[src/rtl/sw_max_score_collector.sv]
// rtl/sw_max_score_collector.sv - running max score and first-occurrence coordinate over a row-major SW matrix
// Optional SW_HIT_COUNT_EN adds a threshold input and a hit_count output.
module sw_max_score_collector #(
  parameter int SCORE_W = 10,
  parameter int ROWS    = 16,
  parameter int COLS    = 16,
  parameter int ROW_W   = (ROWS > 1) ? $clog2(ROWS) : 1,
  parameter int COL_W   = (COLS > 1) ? $clog2(COLS) : 1
) (
  input  logic               clk,
  input  logic               rst,
  input  logic               start,
  input  logic               score_valid,
  input  logic [SCORE_W-1:0] score,
  output logic               score_ready,
  output logic               busy,
  output logic               result_valid,
  input  logic               result_ack,
`ifdef SW_HIT_COUNT_EN
  input  logic [SCORE_W-1:0] threshold,
  output logic [ROW_W+COL_W:0] hit_count,
`endif
  output logic [SCORE_W-1:0] max_score,
  output logic [ROW_W-1:0]   max_row,
  output logic [COL_W-1:0]   max_col
);

  typedef enum logic [1:0] {IDLE, COLLECT, REPORT} state_t;

  localparam logic [ROW_W-1:0] ROW_LAST = ROW_W'(ROWS - 1);
  localparam logic [COL_W-1:0] COL_LAST = COL_W'(COLS - 1);

  state_t           state;
  logic [ROW_W-1:0] row;
  logic [COL_W-1:0] col;
  logic             last_col;
  logic             last_cell;

  assign last_col  = (col == COL_LAST);
  assign last_cell = last_col && (row == ROW_LAST);

  always_ff @(posedge clk) begin
    if (rst) begin
      state        <= IDLE;
      score_ready  <= 1'b0;
      busy         <= 1'b0;
      result_valid <= 1'b0;
      max_score    <= '0;
      max_row      <= '0;
      max_col      <= '0;
      row          <= '0;
      col          <= '0;
`ifdef SW_HIT_COUNT_EN
      hit_count    <= '0;
`endif
    end else begin
      unique case (state)
        IDLE: begin
          if (start) begin
            state       <= COLLECT;
            score_ready <= 1'b1;
            busy        <= 1'b1;
            max_score   <= '0;
            max_row     <= '0;
            max_col     <= '0;
            row         <= '0;
            col         <= '0;
`ifdef SW_HIT_COUNT_EN
            hit_count   <= '0;
`endif
          end
        end
        COLLECT: begin
          if (score_valid) begin
            // Strict compare keeps the earliest coordinate on ties.
            if (score > max_score) begin
              max_score <= score;
              max_row   <= row;
              max_col   <= col;
            end
`ifdef SW_HIT_COUNT_EN
            if (score >= threshold)
              hit_count <= hit_count + (ROW_W+COL_W+1)'(1);
`endif
            if (last_cell) begin
              state        <= REPORT;
              score_ready  <= 1'b0;
              result_valid <= 1'b1;
              row          <= '0;
              col          <= '0;
            end else if (last_col) begin
              col <= '0;
              row <= row + ROW_W'(1);
            end else begin
              col <= col + COL_W'(1);
            end
          end
        end
        REPORT: begin
          if (result_ack) begin
            state        <= IDLE;
            result_valid <= 1'b0;
            busy         <= 1'b0;
          end
        end
        default: begin
          state        <= IDLE;
          score_ready  <= 1'b0;
          busy         <= 1'b0;
          result_valid <= 1'b0;
        end
      endcase
    end
  end

endmodule

[config.mk]
export PLATFORM = sky130hd
export DESIGN_NAME = sw_max_score_collector
export DESIGN_NICKNAME = d
export VERILOG_FILES = /design/src/rtl/sw_max_score_collector.sv
export SDC_FILE = /design/constraint.sdc
export NUM_CORES = 1
export LEC_CHECK = 0
export ABC_CLOCK_PERIOD_IN_PS = 2400
export CAP_MARGIN = 20
export CELL_PAD_IN_SITES_DETAIL_PLACEMENT = 0
export CELL_PAD_IN_SITES_GLOBAL_PLACEMENT = 1
export CORE_MARGIN = 1
export CORE_UTILIZATION = 37
export DETAILED_ROUTE_END_ITERATION = 10
export HOLD_SLACK_MARGIN = 0.15
export PLACE_DENSITY = 0.88
export SYNTH_ARGS = -nofsm -noshare
export SYNTH_HDL_FRONTEND = slang
export SYNTH_SLANG_ARGS = --single-unit
[constraint.sdc]
create_clock -name clk -period 2.4 [get_ports clk]
set_input_delay 0.6 -clock clk [delete_from_list [all_inputs] [get_ports clk]]
set_output_delay 0.6 -clock clk [all_outputs]
set_load 0.01 [all_outputs]
==> impl_metrics.tcl <==
set metrics [dict create \
    grt_pass1_wl_um 5950 \
    ys_ff_latch 31 \
    syn-cell-area_mm2 0.00164 \
    vias_per_cell 4.96 \
    synthTopCellsByArea "dfxtp_1 38%, mux2i_1 12%, ha_1 9.2%, nand2b_1 7.6%, nand2_1 5.7%" \
    critical_path_depth 8 \
    syn_area_per_cell_um2 8.57 \
    place.gp.congestion 0.793 \
    fin_crit_sh_pct 90.6 \
    hold_buffers 0 \
    rows 23 \
    chipHeight_um 68.5 \
    drc 0 \
    h-tree-depth 2 \
    fin_worst_skew_ns 0.00296 \
    synth_flop_cell "dfxtp_1" \
    ioPinCount 36 \
    max_freq_mhz 460 \
    io_buffers 35 \
    endpoint_kind "flop" \
    min_path_cells 2 \
    cpPeakStageDelay_ns 0.45 \
    cp.arrival_ns 2.38 \
    finalCoreUtilization_pct 52.6 \
    synth_nets 218 \
    instances_no_fill 284 \
    switching_share_pct 24.9 \
    p_per_area_mw_per_mm2 548 \
    worstPathCellList "clkdlybuf4s50_1 > ha_1 > nand4_1 > nor2_1 > o21ai_0 > a31oi_2 > buf_4 > mux2i_1" \
    core_mm2 0.00412 \
    overflow 0 \
    drv_slew 0 \
    worst-path-max-fanout 10 \
    tns_ns 0 \
    dp.cells 276 \
    status "finished, final reports clean" \
    r2r_cells 6 \
    cpMaxStageDelayCell "clkdlybuf4s50_1" \
    drt_iter0_markers 79 \
    async_flop_share_pct 0 \
    post_cts_resized 0 \
    internal-power_uw 891 \
    firstDrtPassIters 4 \
    antenna_cells 0 \
    antenna_found_initial 0 \
    synthSimpleGateAreaFrac_pct 24.6 \
    grt_pass1_vias 1362 \
    syn_to_final_growth_pct 32.3 \
    post_drt_wl_per_cell_um 12.2 \
    switching_power_uw 296 \
    root_buffer "clkbuf_8" \
    worstSetupStartpointType "input pin" \
    required_ns 2.61 \
    hold-worst-slack_ns 0.478 \
    yosysSeqAreaShare_pct 37.9 \
    synth_cells 191 \
    max_cap_viol_count 0 \
    clock_latency_ns 0.28 \
    clk_path_buf_depth 2 \
    routed_wl_um 3450 \
    synth_edf_count 0 \
    start_util_pct 39.8 \
    max_slew_margin_pct 66.8 \
    comb_power_share_pct 15.7 \
    cts_sinks 31 \
    synth_top_family_by_area "simple AND/OR/NAND/NOR gates" \
    crit_family "buffers and inverters" \
    clk_pin_slew_worst_paths_ns 0.06 \
    vdd_drop_max_mv 0.335 \
    yosys.cell_count.top_type "dfxtp_1" \
    critical_path_class "in2reg" \
    die_area_mm2 0.00469 \
    dp_hpwl_um 2550 \
    yosys.area_share.adder_pct 9.17 \
    synth.largest_area_cell "dfxtp_1" \
    worst_slack_ns 0.226 \
    tightest_slew_ns 0.497 \
    clockPowerShare_pct 38.2 \
    die_w_um 68.5 \
    synth-compound-area-share_pct 9.48 \
    ys_types 31 \
    yosysWarnings 0 \
    power.leakage_uw 0.000812 \
    fin_crit_ns 2.17 \
    synthTopCellsByCount "31 x dfxtp_1, 25 x nand2_1, 20 x nand2b_1, 19 x mux2i_1, 15 x inv_1" \
    nNetsFinal 260 \
    p_seq_share_pct 46.0 \
    grt_max_degree 32 \
    hp-class "reg2reg" \
    synth_xor_area_share_pct 1.07 \
    synth.area.mux_share_pct 11.6 \
    drive_gt1_share_pct 7.69 \
    num_vias 1410 \
    finalSetupViolCount 0 \
    cts_tree "yes" \
    worst-path-buf-inv 2 \
    cts_buffers 5 \
    track_usage_pct 17.4 \
    ff2ff_setup_slack_ns 0.54 \
    pre_cts_slack_ns -0.0606 \
    rsz0062_at_grt "false" \
    hold_viol 0 \
    synth_top_cell_area_share_pct 37.9 \
    drtAntennaViolNets 0 \
    post_cts_buffers 0 \
]
[worst reg2reg max path, delay by kind of cell (launching register included)]
kind / cells / cell delay, ns
buffers and inverters: 1 / 0.25
AND/OR/NAND/NOR: 1 / 0.17
AO/OA/AOI/OAI: 2 / 0.30
multiplexers: 2 / 0.44
flip-flops: 1 / 0.63
[layout make-up]
type,count,area [um2]
Inverter,15,56.3
Clock buffer,8,100
Timing Repair Buffer,42,403
Tap cell,50,62.6
Fill cell,426,1950
Sequential cell,31,621
Multi-Input combinational cell,138,922
[routing by layer]
metal | wire length, um | vias to the layer above | GRT usage, %
li1 | - | 730 | -
met1 | 1610 | 641 | 19.4
met5 | 0 | - | 0
met2 | 1600 | 31 | 30.0
met4 | 68 | 0 | 7.03
met3 | 176 | 8 | 5.76
[state kept, by name, summed over array words and instances (netlist names)]
name	flops
max_score	10
max_col	4
col	4
max_row	4
result_valid	1
score_ready	1
state	2
row	4
busy	1
[power by group through the flow]
stage / Sequential (uW) / Clock [uW] / Combinational (uW)
after floorplan: 557 / 0 / 112
after global placement: 558 / 0 / 188
after detailed placement: 558 / 0 / 188
after CTS: 547 / 470 / 190
after global routing: 549 / 491 / 212
final: 547 / 454 / 187
[worst paths after layout]
check,start,end
worst min-delay path,max_row[2],max_row[2]
worst min register to register,max_row[2],max_row[2]
worst max register to register,state[0],max_row[0]
worst max-delay path,score[6],max_row[0]
[cells by family after synthesis]
family                     Yosys count
AOI/OAI and AO/OA                   27
buffers and inverters               22
and+or+nand+nor                     78
adders and majority gates           12
muxes                               19
DFF                                 31
xor gates and xnor gates             2
[metrics by stage]
stage	total power, uW	cell area (um2)
after floorplan	669	1640
after global placement	746	2060
after detailed placement	746	2060
after CTS	1210	2160
after global routing	1250	2160
final	1190	2160
[placed cells by master, fill, tap and decap left out]
master	Yosys	final
a31oi_2	0	1
nor2_1	8	8
o32a_1	2	2
nand3_1	6	6
a21oi_1	13	13
mux2i_1	19	19
nand2b_1	20	20
clkbuf_8	0	7
nor2_2	1	1
o21ai_0	8	8
a2111oi_0	1	1
a211oi_1	1	1
nand4b_1	2	2
xor2_1	1	1
or3_1	1	1
clkbuf_1	3	1
or4_1	1	1
xnor2_1	1	1
nand2_2	1	1
o31ai_1	1	1
and2_1	1	1
ha_1	12	12
buf_4	1	7
dfxtp_1	31	31
nand2_1	25	25
nor2b_1	3	3
inv_1	15	15
nor2_4	1	1
clkdlybuf4s50_1	0	35
nand4_1	3	3
nor3_1	5	5
(Power assumes the default switching activity.)
